===== src/rtl/demux_pkg.sv =====
// Shared types and header-field helpers for the demux routing controller.
package demux_pkg;

    typedef enum logic [1:0] {
        StHdr,
        StFwd,
        StDrop
    } state_e;

    // Destination sits in the low bits of the header; length follows it.
    localparam int unsigned DestLsb = 0;

    function automatic int unsigned sel_w(input int unsigned n);
        return (n > 1) ? $clog2(n) : 1;
    endfunction

endpackage


===== src/rtl/demux_obuf.sv =====
// Single-entry output holding register with load/take handshake.
module demux_obuf #(
    parameter int unsigned DATA_W = 8
) (
    input  logic              clk,
    input  logic              rst_n,
    input  logic              load_i,
    input  logic              take_i,
    input  logic [DATA_W-1:0] data_i,
    output logic [DATA_W-1:0] data_o,
    output logic              valid_o
);

    logic [DATA_W-1:0] data_d, data_q;
    logic              valid_d, valid_q;

    // A load wins over a take so a same-cycle replace keeps valid high.
    always_comb begin
        data_d  = data_q;
        valid_d = valid_q;
        if (load_i) begin
            data_d  = data_i;
            valid_d = 1'b1;
        end else if (take_i) begin
            data_d  = '0;
            valid_d = 1'b0;
        end
    end

    always_ff @(posedge clk or negedge rst_n) begin
        if (!rst_n) begin
            data_q  <= '0;
            valid_q <= 1'b0;
        end else begin
            data_q  <= data_d;
            valid_q <= valid_d;
        end
    end

    assign data_o  = data_q;
    assign valid_o = valid_q;

endmodule


===== src/rtl/demux_route_ctrl.sv =====
// Header-decoding packet router steering a word stream to one of N_OUT sinks.
module demux_route_ctrl
    import demux_pkg::*;
#(
    parameter  int unsigned DATA_W = 8,
    parameter  int unsigned N_OUT  = 4,
    parameter  int unsigned LEN_W  = 4,
    localparam int unsigned SEL_W  = sel_w(N_OUT)
) (
    input  logic              clk,
    input  logic              rst_n,
    input  logic [DATA_W-1:0] in_data,
    input  logic              in_valid,
    output logic              in_ready,
    output logic [DATA_W-1:0] out_data,
    output logic [N_OUT-1:0]  out_valid,
    input  logic [N_OUT-1:0]  out_ready,
    output logic [SEL_W-1:0]  sel,
    output logic              busy,
    output logic              pkt_done,
    output logic              err
);

    localparam int unsigned LenLsb = DestLsb + SEL_W;

    state_e            state_q;
    logic [SEL_W-1:0]  sel_q;
    logic [LEN_W-1:0]  cnt_q;
    logic              pkt_done_q;
    logic              err_q;

    logic [SEL_W-1:0]  hdr_dest;
    logic [LEN_W-1:0]  hdr_len;
    logic              dest_ok;
    logic              obuf_valid;
    logic              accept;
    logic              take;
    logic              load;

    assign hdr_dest = in_data[DestLsb +: SEL_W];
    assign hdr_len  = in_data[LenLsb +: LEN_W];
    assign dest_ok  = 32'(hdr_dest) < N_OUT;

    assign take   = obuf_valid && out_ready[sel_q];
    assign accept = in_valid && in_ready;
    assign load   = accept && (state_q == StFwd);

    // HDR waits for an empty register so sel never moves under held data.
    always_comb begin
        in_ready = 1'b0;
        unique case (state_q)
            StHdr:   in_ready = !obuf_valid;
            StFwd:   in_ready = !obuf_valid || out_ready[sel_q];
            StDrop:  in_ready = 1'b1;
            default: in_ready = 1'b0;
        endcase
    end

    always_ff @(posedge clk or negedge rst_n) begin
        if (!rst_n) begin
            state_q    <= StHdr;
            sel_q      <= '0;
            cnt_q      <= '0;
            pkt_done_q <= 1'b0;
            err_q      <= 1'b0;
        end else begin
            pkt_done_q <= 1'b0;
            err_q      <= 1'b0;
            if (accept) begin
                unique case (state_q)
                    StHdr: begin
                        if (!dest_ok) begin
                            err_q <= 1'b1;
                            if (hdr_len != '0) begin
                                cnt_q   <= hdr_len;
                                state_q <= StDrop;
                            end
                        end else if (hdr_len == '0) begin
                            pkt_done_q <= 1'b1;
                        end else begin
                            sel_q   <= hdr_dest;
                            cnt_q   <= hdr_len;
                            state_q <= StFwd;
                        end
                    end
                    StFwd: begin
                        cnt_q <= cnt_q - LEN_W'(1);
                        if (cnt_q == LEN_W'(1)) begin
                            pkt_done_q <= 1'b1;
                            state_q    <= StHdr;
                        end
                    end
                    StDrop: begin
                        cnt_q <= cnt_q - LEN_W'(1);
                        if (cnt_q == LEN_W'(1)) begin
                            state_q <= StHdr;
                        end
                    end
                    default: state_q <= StHdr;
                endcase
            end
        end
    end

    demux_obuf #(
        .DATA_W(DATA_W)
    ) u_obuf (
        .clk    (clk),
        .rst_n  (rst_n),
        .load_i (load),
        .take_i (take),
        .data_i (in_data),
        .data_o (out_data),
        .valid_o(obuf_valid)
    );

    always_comb begin
        out_valid = '0;
        if (obuf_valid) begin
            out_valid[sel_q] = 1'b1;
        end
    end

    assign sel      = sel_q;
    assign busy     = (state_q != StHdr) || obuf_valid;
    assign pkt_done = pkt_done_q;
    assign err      = err_q;

endmodule


===== config.mk =====
export PLATFORM = sky130hd
export DESIGN_NAME = demux_route_ctrl
export DESIGN_NICKNAME = d
export VERILOG_FILES = /design/src/rtl/demux_pkg.sv /design/src/rtl/demux_obuf.sv /design/src/rtl/demux_route_ctrl.sv
export SDC_FILE = /design/constraint.sdc
export NUM_CORES = 1
export LEC_CHECK = 0
export CORE_MARGIN = 10
export CORE_UTILIZATION = 49
export CTS_BUF_LIST = sky130_fd_sc_hd__clkbuf_4
export DETAILED_ROUTE_END_ITERATION = 10
export PLACE_DENSITY = 0.87
export SLEW_MARGIN = 40
export SYNTH_ARGS = -nofsm -noshare
export SYNTH_HDL_FRONTEND = slang
export SYNTH_SLANG_ARGS = --single-unit

===== constraint.sdc =====
create_clock -name clk -period 2.7 [get_ports clk]
set_input_delay 0.81 -clock clk [delete_from_list [all_inputs] [get_ports clk]]
set_output_delay 0.81 -clock clk [all_outputs]
set_load 0.02 [all_outputs]

### After elaboration in Yosys (flattened, before gate mapping)

Index checks and enable logic that the tools add are counted.
Widths: inputs -> output; s select.

* input port bits: 15
* register bits: 18
* output and inout port bits: 18
* word-level logic and storage cells: 50

* mux-type cells: 19
* add/sub/neg operators: 1
* reductions and logical operators: 16
* magnitude comparators: 2
* eq/ne operators: 5
* bitwise gates (word level): 1

Operators by type and width (count)
* $mux 8: 2
* $reduce_and 3->1: 3
* $mux 4: 2
* $pmux 4 s2: 1
* $mux 1: 7
* $reduce_bool 2->1: 3
* $eq 4x1->1 const B: 1
* $logic_and 1x1->1: 4
* $logic_not 4->1: 1
* $mux 2: 2
* $pmux 2 s2: 1
* $sub 4x1->4 const B: 1
* $lt 2x3->1 const B: 1
* $pmux 1 s3: 1
* $bmux 1 s2: 1
* $demux 1 s2: 1
* $eq 2x1->1 const B: 1
* $eq 2x2->1 const B: 1
* $ge 2x1->1 const B: 1
* $logic_not 2->1: 1
* $logic_or 1x1->1: 2
* $ne 2x1->1 const B: 1
* $ne 2x2->1 const B: 1
* $pmux 1 s2: 1
* other kinds (3): 3

### Longest topological paths before layout

Gate-level depths: netlist of the first run.

* depth in word-level cells: 7
* depth in mapped cells: 6
* gate-level depth less buffers: 6

### Hierarchy

A second synthesis of the first run with hierarchy kept.

* cell total of the unflattened synthesis: 89
* area, all modules: 942.2 sq um

By module, submodules not included
* demux_route_ctrl: cells an instance 68, times used 1, sequential area each 200.2 sq um, area an instance 603.1 sq um
* demux_obuf: cells an instance 21, times used 1, sequential area each 225.2 sq um, area an instance 339.1 sq um

### Least setup slack after synthesis of the first run

OpenSTA, ideal clock, no wires.

* path type: input-to-output
* from: input out_ready[3]
* to: output in_ready
* slack: 339 ps
* cell stages on the path: 3
* arrival: 1551 ps
* path buffers: 0
* data required time: 1890 ps
* cell sequence: mux4_2 > nand2_1 > nand2_1

* word-level cells in the longest chain between the ends: 4

Ends and longest elaborated chain
* start, declared: line demux_route_ctrl.sv:17 `input logic [N_OUT-1:0] out_ready,`
* $bmux 1 s2: line demux_route_ctrl.sv:53 `StFwd: in_ready = !obuf_valid || out_ready[sel_q];`
* $mux 1 (implied by the code): line demux_route_ctrl.sv:53
* $logic_or 1x1->1: line demux_route_ctrl.sv:53
* $pmux 1 s3: line demux_route_ctrl.sv:51 `unique case (state_q)`
* end, declared: line demux_route_ctrl.sv:14 `output logic in_ready,`

Every way passes these cells. The select of a mux whose other input is x is not followed.

### Final worst setup path of the first run

* from: input out_ready[2]
* to: output in_ready

Same word-level chain as after synthesis.

==> metrics.log, run 1 <==
[metrics] clock-pin slew on the worst setup and hold paths: 100 ps
[metrics] CTS Buf Count: 3
[metrics] Routed wire per std cell: 16.75 um
[metrics] routed vias: 830
[metrics] level count of the clock H-tree: 1
[metrics] worst IR drop on VDD: 675.9 uV
[metrics] # nets final: 140
[metrics] top library cells by usage in the layout, fill and taps aside: sky130_fd_sc_hd__clkdlybuf4s50_1 (25), sky130_fd_sc_hd__dfrtp_1 (16), sky130_fd_sc_hd__nand2_1 (11)
[metrics] CTS root buf: sky130_fd_sc_hd__clkbuf_4
[metrics] flop and latch count out of synthesis: 17
[metrics] GRT Resource Usage Total: 0.1289
[metrics] post-detailed-placement half-perimeter wirelength: 1.939 mm
[metrics] Slew Limit Fails: 0
[metrics] Final Setup Violations: 0
[metrics] DRC violation count after routing: 0
[metrics] Slowest-stage cell, CP: sky130_fd_sc_hd__mux4_2
[metrics] worst path cell trace: dlygate4sd2_1 > mux4_2 > nand2_1 > nand2_1 > buf_6
[metrics] Final Routed Wirelength: 2.462 mm
[metrics] crit path launch: out_ready[2]
[metrics] top cell type by total area after synthesis: sky130_fd_sc_hd__dfrtp_1
[metrics] total iterations of the first detailed-routing run: 4
[metrics] mean instance size in the synthesized netlist: 10.45 um2
[metrics] sinks on the clock net: 17
[metrics] Placed Instance Area: 1254 um2
[metrics] share of the synthesized area in the top cell type: 0.4735
[metrics] remaining antenna violation count after routing: 0
[metrics] worst-path fanout max: 2
[metrics] Clock Tree Buf Depth: 2
[metrics] hold bufs inserted after CTS: 0
[metrics] top post-synthesis cells by area: sky130_fd_sc_hd__dfrtp_1 (47%), sky130_fd_sc_hd__a22o_1 (7.8%), sky130_fd_sc_hd__nand2_1 (4.6%)
[metrics] width of the die: 62.82 um
[metrics] initial core utilization: 0.5203
[metrics] wire length of the first global-routing pass: 4.264 mm
[metrics] I/O pin count: 33
[metrics] number of antenna violations at the first check in global routing: 0
[metrics] critical path type: in -> out
[metrics] leading cell type in the layout, fill and taps excluded: sky130_fd_sc_hd__clkdlybuf4s50_1
[metrics] kind of end point of the critical path: output port
[metrics] unrepaired setup endpoints after global routing: false
[metrics] power density normalized to cell area: 1159 nW/um2
[metrics] Arrival @ worst endpoint: 1820 ps
[metrics] First DRT Iteration DRCs: 33
[metrics] required time worst endpoint: 1890 ps
[metrics] Seq/Total Area, Yosys: 0.4735
[metrics] Crit path largest cell delay: 470 ps
[metrics] r2r startpoint: sel[0]$_DFFE_PN0P_
[metrics] number of port buffers: 31
[metrics] Fill cells: 131
[metrics] total grt overflow: 0
[metrics] largest net degree at the start of global routing: 18
[metrics] share of cells above drive strength 1: 0.1557
[metrics] clock latency on the worst-skew pair: 290 ps
[metrics] run status: finished, final reports clean
[metrics] Yosys Warn Count: 0
[metrics] area of all placed cells without fillers: 1274 um2
[metrics] Min Clock Period, post-route: 2632 ps
[metrics] core utilization of the finished layout: 0.7377
[metrics] Final Hold Viols: 0
[metrics] number of antenna repair diodes: 0
[metrics] upper clock frequency limit: 380.0 MHz
[metrics] combined area of all synthesized cells: 898.4 um2
[metrics] path category of the worst min-delay check: in -> async
[metrics] die outline area: 3946 um2
[metrics] area of the core: 1727 um2
[metrics] Rows: 15
[metrics] final period utilization: 0.9746
[metrics] TritonCTS clock tree: built
[metrics] Cells after Synth: 86
[metrics] die height: 62.82 um
[metrics] most used cell, CP: sky130_fd_sc_hd__nand2_1
[metrics] aggregate negative setup slack: 0 ps
[metrics] kind of start point of the critical path: input pin
[metrics] Cell variety after synth: 37
[metrics] number of global-route vias before repair: 886
[metrics] weighted congestion at the end of routability-driven global placement: 0.7846
[metrics] number of vias per cell after detailed routing: 5.646
[metrics] leakage power summed over all cells: 0.5740 nW
[metrics] worst clock skew: 3.195 ps
[metrics] Post-Synthesis Net Count: 103
[metrics] Synth-to-Final Area Change: 41.78%
[metrics] number of violations of the max-capacitance limit: 0
[what timing repair did]
item / 4_1_cts / 5_1_grt
endpoints found under the setup margin: 1 / 1
buffers inserted: 0 / 0
gates resized for setup: 10 / 1
[synthesized netlist by cell type]
cell,instances
sky130_fd_sc_hd__a31o_1,1
sky130_fd_sc_hd__o22ai_1,1
sky130_fd_sc_hd__nor2_1,3
sky130_fd_sc_hd__conb_1,1
sky130_fd_sc_hd__dfrtp_1,17
sky130_fd_sc_hd__inv_2,1
sky130_fd_sc_hd__o21ai_0,2
sky130_fd_sc_hd__a21oi_1,1
sky130_fd_sc_hd__buf_4,1
sky130_fd_sc_hd__and3_1,2
sky130_fd_sc_hd__buf_2,1
sky130_fd_sc_hd__a22o_1,8
sky130_fd_sc_hd__and3_4,1
sky130_fd_sc_hd__o221ai_1,1
sky130_fd_sc_hd__clkbuf_1,2
sky130_fd_sc_hd__buf_6,1
sky130_fd_sc_hd__a41o_1,1
sky130_fd_sc_hd__a221o_1,1
sky130_fd_sc_hd__nor3_1,6
sky130_fd_sc_hd__inv_1,3
sky130_fd_sc_hd__o21ba_2,1
sky130_fd_sc_hd__or4_4,1
sky130_fd_sc_hd__nor4b_1,1
sky130_fd_sc_hd__o2bb2ai_1,1
sky130_fd_sc_hd__ha_1,2
sky130_fd_sc_hd__nor3b_1,2
sky130_fd_sc_hd__o21ai_1,1
sky130_fd_sc_hd__a21o_1,1
sky130_fd_sc_hd__nand2_1,11
sky130_fd_sc_hd__mux2_1,2
sky130_fd_sc_hd__nor2b_1,1
sky130_fd_sc_hd__o31ai_1,1
sky130_fd_sc_hd__o21a_1,1
sky130_fd_sc_hd__nand2b_1,2
sky130_fd_sc_hd__a21oi_2,1
sky130_fd_sc_hd__a311oi_1,1
sky130_fd_sc_hd__mux4_2,1
[metrics by stage]
step	std cells	worst slack [ps]	power [mW]	hold slack [ps]
after CTS	147	53.15	1.485	519.0
after global placement	143	-478.5	1.307	489.7
final	147	68.46	1.476	423.1
after global routing	147	29.97	1.592	425.0
after floorplan	86	339.2	0.9944	494.0
after detailed placement	143	-519.2	1.342	492.3
[cell families (layout without fill, tap and decap cells)]
logic type / Yosys count / after routing / synth area share
AO/OA/AOI/OAI: 24 / 24 / 0.2145
adder cells (fa/ha/maj): 2 / 2 / 0.02785
buffers and inverters: 9 / 45 / 0.05153
flip-flops: 17 / 17 / 0.4735
multiplexers: 3 / 3 / 0.05014
other: 1 / 1 / 0.004174
AND/OR/NAND/NOR: 30 / 30 / 0.1783
[area by class of cell]
class / count / area, um2 / share of cell area
inverter: 4 / 15.01 / 0.01179
multi-input combinational: 60 / 426.7 / 0.3350
clock inverter: 1 / 5.005 / 0.003929
clock buffer: 3 / 22.52 / 0.01768
sequential: 17 / 426.7 / 0.3350
tap: 25 / 31.28 / 0.02456
timing repair buffer: 37 / 346.6 / 0.2721
[metal layers]
| metal | global-route usage | up-vias | share of wire |
|---|---|---|---|
| li1 | - | 386 | - |
| met1 | 0.1349 | 406 | 0.41 |
| met2 | 0.2308 | 36 | 0.49 |
| met3 | 0.05914 | 2 | 0.099 |
| met4 | 0.02514 | 0 | 0.0041 |
| met5 | 0 | - | 0 |
[worst max-delay path: cells and delay by family]
family | cells | cell delay, ps
buf+inv | 2 | 380
mux | 1 | 470
simple gates | 2 | 160
[final timing paths]
| check | end | slack (ps) | depth (start not counted) |
|---|---|---|---|
| max | in_ready | 70 | 5 |
| min | u_obuf.data_o[0]$_DFFE_PN0P_ | 420 | 1 |
| max reg2reg | cnt_q[2]$_DFFE_PN0P_ | 740 | 4 |
| min reg2reg | u_obuf.data_o[4]$_DFFE_PN0P_ | 520 | 1 |
| max in group asynchronous | u_obuf.valid_o$_DFFE_PN0P_ | 1980 | 1 |
| min in group clk | u_obuf.data_o[4]$_DFFE_PN0P_ | 520 | 1 |
[power breakdown]
group | internal (mW) | total (mW) | switching [mW]
sequential | 0.369 | 0.497 | 0.128
clock | 0.0551 | 0.137 | 0.0823
combinational | 0.418 | 0.841 | 0.423
total | 0.842 | 1.48 | 0.634
[sequential cells by signal (all words and copies together), names as in the netlist]
| register | flops |
|---|---|
| u_obuf.data_o | 8 |
| cnt_q | 4 |
| sel | 2 |
| pkt_done | 1 |
| state_q | 1 |
| u_obuf.valid_o | 1 |
Note: power is estimated with default switching activity, not from simulation.
==> inputs of run 2 (changes only) <==
- CORE_UTILIZATION: 49 -> 45
- PLACE_DENSITY: 0.87 -> 0.81
==> run 2 against run 1 <==
Global-route usage decreased by 0.64 points. Sequential cell count unchanged. Design area increased by 0.39%. Non-clock buffer count unchanged. Clock skew increased by 0.68 ps. Clock power increased by 8%. Cell count increased by 1.4%. Wire length decreased by 0.57%. First-iteration DRC count decreased by 33%. Die area increased by 6.0%. Setup slack improved by 6.8 ps. Critical endpoint unchanged. Largest cell class unchanged. Largest power group unchanged.
==> metrics.log, run 2 (synthesis results as in run 1) <==
[metrics] Arrival @ worst endpoint: 1810 ps (about the same)
[metrics] First DRT Iteration DRCs: 22 (-33%)
[metrics] register area: 426.7 um2 (unchanged)
[metrics] die outline area: 4184 um2 (+6.0%)
[metrics] Slew Limit Fails: 0 (unchanged)
[metrics] Clock Tree Buf Depth: 2 (unchanged)
[metrics] share of cells above drive strength 1: 0.1557 (unchanged)
[metrics] number of global-route vias before repair: 913 (+3.0%)
[metrics] clock latency on the worst-skew pair: 290 ps (about the same)
[metrics] TritonCTS clock tree: built
[metrics] unrepaired setup endpoints after global routing: false
[metrics] clock-pin slew on the worst setup and hold paths: 100 ps (about the same)
[metrics] critical path type: in -> out
[metrics] number of antenna violations at the first check in global routing: 0 (unchanged)
[metrics] Rows: 16 (+1)
[metrics] width of the die: 64.68 um (+3.0%)
[metrics] leakage power summed over all cells: 0.5747 nW (+0.12%)
[metrics] Final Routed Wirelength: 2.448 mm (-0.57%)
[metrics] number of vias per cell after detailed routing: 5.544 (-1.8%)
[metrics] Routed wire per std cell: 16.43 um (-1.9%)
[metrics] # placed instances: 145 (+1.4%)
[metrics] wire length of the first global-routing pass: 4.167 mm (-2.3%)
[metrics] number of violations of the max-capacitance limit: 0 (unchanged)
[metrics] leading cell type in the layout, fill and taps excluded: sky130_fd_sc_hd__clkdlybuf4s50_1
[metrics] total iterations of the first detailed-routing run: 4 (unchanged)
[metrics] CTS Buf Count: 3 (unchanged)
[metrics] worst clock skew: 3.877 ps (+0.6816 ps)
[metrics] Final Setup Violations: 0 (unchanged)
[metrics] area of combinational cells with multiple inputs: 426.7 um2 (unchanged)
[metrics] GRT Resource Usage Total: 0.1224 (-0.006430)
[metrics] Final Hold Viols: 0 (unchanged)
[metrics] largest net degree at the start of global routing: 18 (unchanged)
[metrics] required time worst endpoint: 1890 ps (about the same)
[metrics] initial core utilization: 0.4674 (-0.05284)
[metrics] upper clock frequency limit: 381.0 MHz (+0.26%)
[metrics] path category of the worst min-delay check: in -> async
[metrics] power density normalized to cell area: 1161 nW/um2 (+0.20%)
[metrics] Min Clock Period, post-route: 2625 ps (-6.786 ps)
[metrics] area of the core: 1922 um2 (+11%)
[metrics] Synth-to-Final Area Change: 42.34%
[metrics] final period utilization: 0.9721 (-0.002513)
[metrics] total grt overflow: 0 (unchanged)
[metrics] top library cells by usage in the layout, fill and taps aside: sky130_fd_sc_hd__clkdlybuf4s50_1 (25), sky130_fd_sc_hd__dfrtp_1 (16), sky130_fd_sc_hd__nand2_1 (11)
[metrics] number of flip-flops in the largest register: 8 (unchanged)
[metrics] Fill cells: 172 (+31%)
[metrics] core utilization of the finished layout: 0.6654 (-0.07232)
[metrics] DRC violation count after routing: 0 (unchanged)
[metrics] CTS root buf: sky130_fd_sc_hd__clkbuf_4
[metrics] count of buffers added by post-CTS timing repair for setup: 0 (unchanged)
[metrics] # nets final: 140 (unchanged)
[metrics] worst hold slack across all endpoints: 424.9 ps (+1.757 ps)
[metrics] run status: finished, final reports clean
[metrics] worst IR drop on VDD: 665.7 uV (-1.5%)
[metrics] level count of the clock H-tree: 1 (unchanged)
[metrics] sinks on the clock net: 17 (unchanged)
[metrics] number of antenna repair diodes: 0 (unchanged)
[metrics] kind of end point of the critical path: output port
[metrics] remaining antenna violation count after routing: 0 (unchanged)
[metrics] number of port buffers: 31 (unchanged)
[metrics] die height: 64.68 um (+3.0%)
[metrics] post-detailed-placement half-perimeter wirelength: 1.901 mm (-1.9%)
[metrics] worst-path fanout max: 2 (unchanged)
[metrics] routed vias: 826 (-0.48%)
[metrics] weighted congestion at the end of routability-driven global placement: 0.8081 (+3.0%)
[metrics] kind of start point of the critical path: input pin
[metrics] final cell count without fillers: 149 (+1.4%)
[metrics] I/O pin count: 33 (unchanged)
[metrics] hold bufs inserted after CTS: 0 (unchanged)
[run 2: cell count changes in the layout (fill, tap and decap cells not counted), sizes merged]
cell    before  now
clkinv       1    0
clkbuf       3    4
[run 2: final timing paths]
path | slack [ps] | depth (start not counted) | endpoint | from
worst max-delay path | 80 | 5 | in_ready | out_ready[2]
worst min-delay path | 420 | 1 | state_q[0]$_DFFE_PN0P_ | rst_n
worst max register to register | 750 | 4 | cnt_q[2]$_DFFE_PN0P_ | sel[0]$_DFFE_PN0P_
worst min register to register | 520 | 1 | u_obuf.data_o[6]$_DFFE_PN0P_ | u_obuf.data_o[6]$_DFFE_PN0P_
max in group asynchronous | 1980 | 1 | u_obuf.valid_o$_DFFE_PN0P_ | rst_n
min in group clk | 520 | 1 | u_obuf.data_o[6]$_DFFE_PN0P_ | u_obuf.data_o[6]$_DFFE_PN0P_
[run 2: through the flow]
step	TNS [ps]	total power, mW	cell area, um2	setup WS, ps
floorplan	0	0.9944	898.4	339.2
global placement	-474.2	1.307	1256	-474.2
detailed placement	-513.4	1.340	1256	-513.4
CTS	0	1.494	1282	64.46
global route	0	1.591	1279	33.19
finish	0	1.485	1279	75.25
[run 2: area by class of cell]
cell class | instances | area share
Sequential cell | 17 | 0.3337
Multi-Input combinational cell | 60 | 0.3337
Timing Repair Buffer | 37 | 0.2710
Tap cell | 27 | 0.02642
Clock buffer | 4 | 0.02348
Inverter | 4 | 0.01174
[run 2: repair_timing]
action | CTS | global route
cloned | 0 | 0
gates resized for setup | 10 | 1
setup endpoints to repair | 1 | 1
pin swaps | 0 | 0
[run 2: critical path, cell delays in order]
cell	delay (ps)
sky130_fd_sc_hd__dlygate4sd2_1	240
sky130_fd_sc_hd__mux4_2	470
sky130_fd_sc_hd__nand2_1	80
sky130_fd_sc_hd__nand2_1	70
sky130_fd_sc_hd__buf_6	140
[run 2: per-layer routing]
metal,share of wire,wire [um],track usage
met1,0.42,1017,0.1378
met2,0.51,1247,0.2118
met3,0.062,151,0.03608
met4,0.013,32,0.04813
met5,0,0,0
[run 2: where the power goes]
part,leakage [nW],total (mW),switching [mW],internal (mW)
Clock,0.0184,0.148,0.0808,0.0674
Combinational,0.347,0.839,0.421,0.418
Sequential,0.210,0.497,0.129,0.369
Total,0.575,1.48,0.631,0.854
==> inputs of run 3 (changes only) <==
--- a/config.mk
+++ b/config.mk
@@ -6,7 +6,8 @@
 export NUM_CORES = 1
 export LEC_CHECK = 0
-export CORE_MARGIN = 10
+export CORE_MARGIN = 1.5
 export CORE_UTILIZATION = 45
 export CTS_BUF_LIST = sky130_fd_sc_hd__clkbuf_4
+export CTS_CLUSTER_DIAMETER = 120
 export DETAILED_ROUTE_END_ITERATION = 10
 export PLACE_DENSITY = 0.81
==> constraint.sdc (replaced) <==
create_clock -name clk -period 2.7 [get_ports clk]
set_input_delay 0.54 -clock clk [delete_from_list [all_inputs] [get_ports clk]]
set_output_delay 0.54 -clock clk [all_outputs]
set_load 0.02 [all_outputs]
==> run 3 against run 2 <==
Global-route usage grew 11 points. Sequential share of layout area rose by 0.91 points. Design area is 2.9% lower. Utilization is 2.4 points higher. Critical path depth shrank 2.
==> metrics.log, run 3 (synthesis results as in run 1) <==
[metrics] run status: finished, final reports clean
[metrics] setup slack of the worst register-to-register path: 760 ps (about the same)
[metrics] wire length of the first global-routing pass: 3.519 mm (-16%)
[metrics] leading cell type in the layout, fill and taps excluded: sky130_fd_sc_hd__clkdlybuf4s50_1
[metrics] Final Setup Violations: 0 (unchanged)
[metrics] Min Clock Period, post-route: 2380 ps (-244.6 ps)
[metrics] # placed instances: 138 (-4.8%)
[metrics] routed vias: 806 (-2.4%)
[metrics] width of the die: 47.68 um (-26%)
[metrics] die outline area: 2273 um2 (-46%)
[metrics] worst hold slack across all endpoints: 138.6 ps (-286.3 ps)
[metrics] number of violations of the max-capacitance limit: 0 (unchanged)
[metrics] Synth-to-Final Area Change: 38.16%
[metrics] Rows: 15 (-1)
[metrics] power density normalized to cell area: 1176 nW/um2 (+1.3%)
[metrics] worst clock skew: 4.843 ps (+0.9658 ps)
[metrics] total iterations of the first detailed-routing run: 4 (unchanged)
[metrics] number of vias per cell after detailed routing: 5.676 (+2.4%)
[metrics] Final Hold Viols: 0 (unchanged)
[metrics] post-detailed-placement half-perimeter wirelength: 1.554 mm (-18%)
[metrics] required time worst endpoint: 2160 ps (+270 ps)
[metrics] aggregate negative setup slack: 0 ps (unchanged)
[metrics] First DRT Iteration DRCs: 22 (unchanged)
[metrics] number of flip-flops in the largest register: 8 (unchanged)
[metrics] Clock Tree Buf Depth: 2 (unchanged)
[metrics] critical path type: reg -> out
[metrics] path category of the worst min-delay check: in -> async
[metrics] weighted congestion at the end of routability-driven global placement: 0.7960 (-1.5%)
[metrics] Slew Limit Fails: 0 (unchanged)
[metrics] unrepaired setup endpoints after global routing: false
[metrics] number of antenna repair diodes: 0 (unchanged)
[metrics] worst IR drop on VDD: 755.0 uV (+13%)
[metrics] die height: 47.68 um (-26%)
[metrics] area of the core: 1802 um2 (-6.2%)
[metrics] crit path launch: u_obuf.valid_o$_DFFE_PN0P_
[metrics] number of global-route vias before repair: 788 (-14%)
[metrics] setup slack of the critical path after layout: 319.9 ps (+244.6 ps)
[metrics] final period utilization: 0.8815 (-0.09061)
[metrics] top library cells by usage in the layout, fill and taps aside: sky130_fd_sc_hd__clkdlybuf4s50_1 (29), sky130_fd_sc_hd__dfrtp_1 (17), sky130_fd_sc_hd__nand2_1 (11)
[metrics] kind of end point of the critical path: output port
[metrics] cell count of the worst reg-to-reg path: 4 (unchanged)
[metrics] DRC violation count after routing: 0 (unchanged)
[metrics] number of port buffers: 31 (unchanged)
[metrics] # nets final: 135 (-3.6%)
[metrics] area of combinational cells with multiple inputs: 426.7 um2 (unchanged)
[metrics] kind of start point of the critical path: register
[metrics] sinks on the clock net: 17 (unchanged)
[metrics] largest net degree at the start of global routing: 18 (unchanged)
[metrics] crit path capture: out_valid[2]
[metrics] Routed wire per std cell: 14.84 um (-9.7%)
[metrics] hold bufs inserted after CTS: 0 (unchanged)
[metrics] clock-pin slew on the worst setup and hold paths: 100 ps (about the same)
[metrics] CTS root buf: sky130_fd_sc_hd__clkbuf_4
[metrics] r2r startpoint: sel[0]$_DFFE_PN0P_
[metrics] register area: 425.4 um2 (-0.29%)
[metrics] Arrival @ worst endpoint: 1840 ps (+30 ps)
[metrics] count of buffers added by post-CTS timing repair for setup: 0 (unchanged)
[metrics] leakage power summed over all cells: 0.5497 nW (-4.4%)
[metrics] share of cells above drive strength 1: 0.1026 (-0.05317)
[metrics] overall power consumption: 1.460 mW (-1.7%)
[metrics] CTS Buf Count: 3 (unchanged)
[metrics] Fill cells: 140 (-19%)
[metrics] clock latency on the worst-skew pair: 300 ps (about the same)
[metrics] final cell count without fillers: 142 (-4.7%)
[metrics] upper clock frequency limit: 420.2 MHz (+10%)
[metrics] pre-CTS worst setup slack: 25.32 ps (+538.7 ps)
[metrics] level count of the clock H-tree: 1 (unchanged)
[metrics] I/O pin count: 33 (unchanged)
[metrics] Final Routed Wirelength: 2.107 mm (-14%)
[metrics] initial core utilization: 0.4986 (+0.03116)
[metrics] number of antenna violations at the first check in global routing: 0 (unchanged)
[metrics] worst-path fanout max: 9 (+7)
[metrics] TritonCTS clock tree: built
[metrics] total grt overflow: 0 (unchanged)
[metrics] GRT Resource Usage Total: 0.2300 (+0.1075)
[metrics] endpoint of the worst-slack reg-to-reg timing path: cnt_q[2]$_DFFE_PN0P_
[metrics] remaining antenna violation count after routing: 0 (unchanged)
## run 3: cell types whose count changed in the layout (fill, tap and decap cells not counted), sizes merged
cell | before | now
buf | 8 | 2
clkbuf | 4 | 3
clkdlybuf4s50 | 25 | 29
clkinv | 0 | 1
dlygate4sd2 | 4 | 0
dlymetal6s2s | 0 | 1
## run 3: power by group
group / internal, mW / switching (mW) / total, mW
Clock: 0.0553 / 0.0861 / 0.141
Combinational: 0.410 / 0.409 / 0.820
Sequential: 0.367 / 0.132 / 0.499
## run 3: layout make-up
class | count | share of cell area
clock buffer | 3 | 0.01815
tap | 25 | 0.02520
timing repair buffer | 32 | 0.2540
sequential | 17 | 0.3427
clock inverter | 1 | 0.004032
inverter | 4 | 0.01210
multi-input combinational | 60 | 0.3437
## run 3: what timing repair did
item | in CTS | in global routing
resized for setup | 0 | 1
setup endpoints to repair | 0 | 1
endpoints found under the hold margin | 0 | 0
## run 3: worst min-delay path by stage
stage / slack (ps) / to / startpoint / cells past startpoint
detailed placement: 500 / u_obuf.data_o[5]$_DFFE_PN0P_ / u_obuf.data_o[5]$_DFFE_PN0P_ / 1
global route: 160 / u_obuf.data_o[1]$_DFFE_PN0P_ / rst_n / 1
finish: 140 / u_obuf.data_o[0]$_DFFE_PN0P_ / rst_n / 1
floorplan: 240 / cnt_q[0]$_DFFE_PN0P_ / rst_n / 0
CTS: 520 / u_obuf.data_o[5]$_DFFE_PN0P_ / u_obuf.data_o[5]$_DFFE_PN0P_ / 1
global placement: 490 / u_obuf.data_o[5]$_DFFE_PN0P_ / u_obuf.data_o[5]$_DFFE_PN0P_ / 1
## run 3: critical path: stages (launching register included)
cell and delay, ps:
sky130_fd_sc_hd__dfrtp_1 540, sky130_fd_sc_hd__inv_2 140, sky130_fd_sc_hd__nor3b_1 220, sky130_fd_sc_hd__clkdlybuf4s50_1 640
## run 3: per-stage QoR
| stage | cell area, um2 | utilization |
|---|---|---|
| after floorplan | 898.4 | - |
| after global placement | 1216 | 0.6750 |
| after detailed placement | 1216 | 0.6750 |
| after CTS | 1244 | 0.6903 |
| after global routing | 1241 | 0.6889 |
| final | 1241 | 0.6889 |
## run 3: per-layer routing
layer | global-route usage | up-vias | share of wire
li1 | - | 377 | -
met1 | 0.2867 | 392 | 0.41
met2 | 0.3627 | 32 | 0.50
met3 | 0.07170 | 5 | 0.064
met4 | 0.1081 | 0 | 0.021
met5 | 0 | - | 0
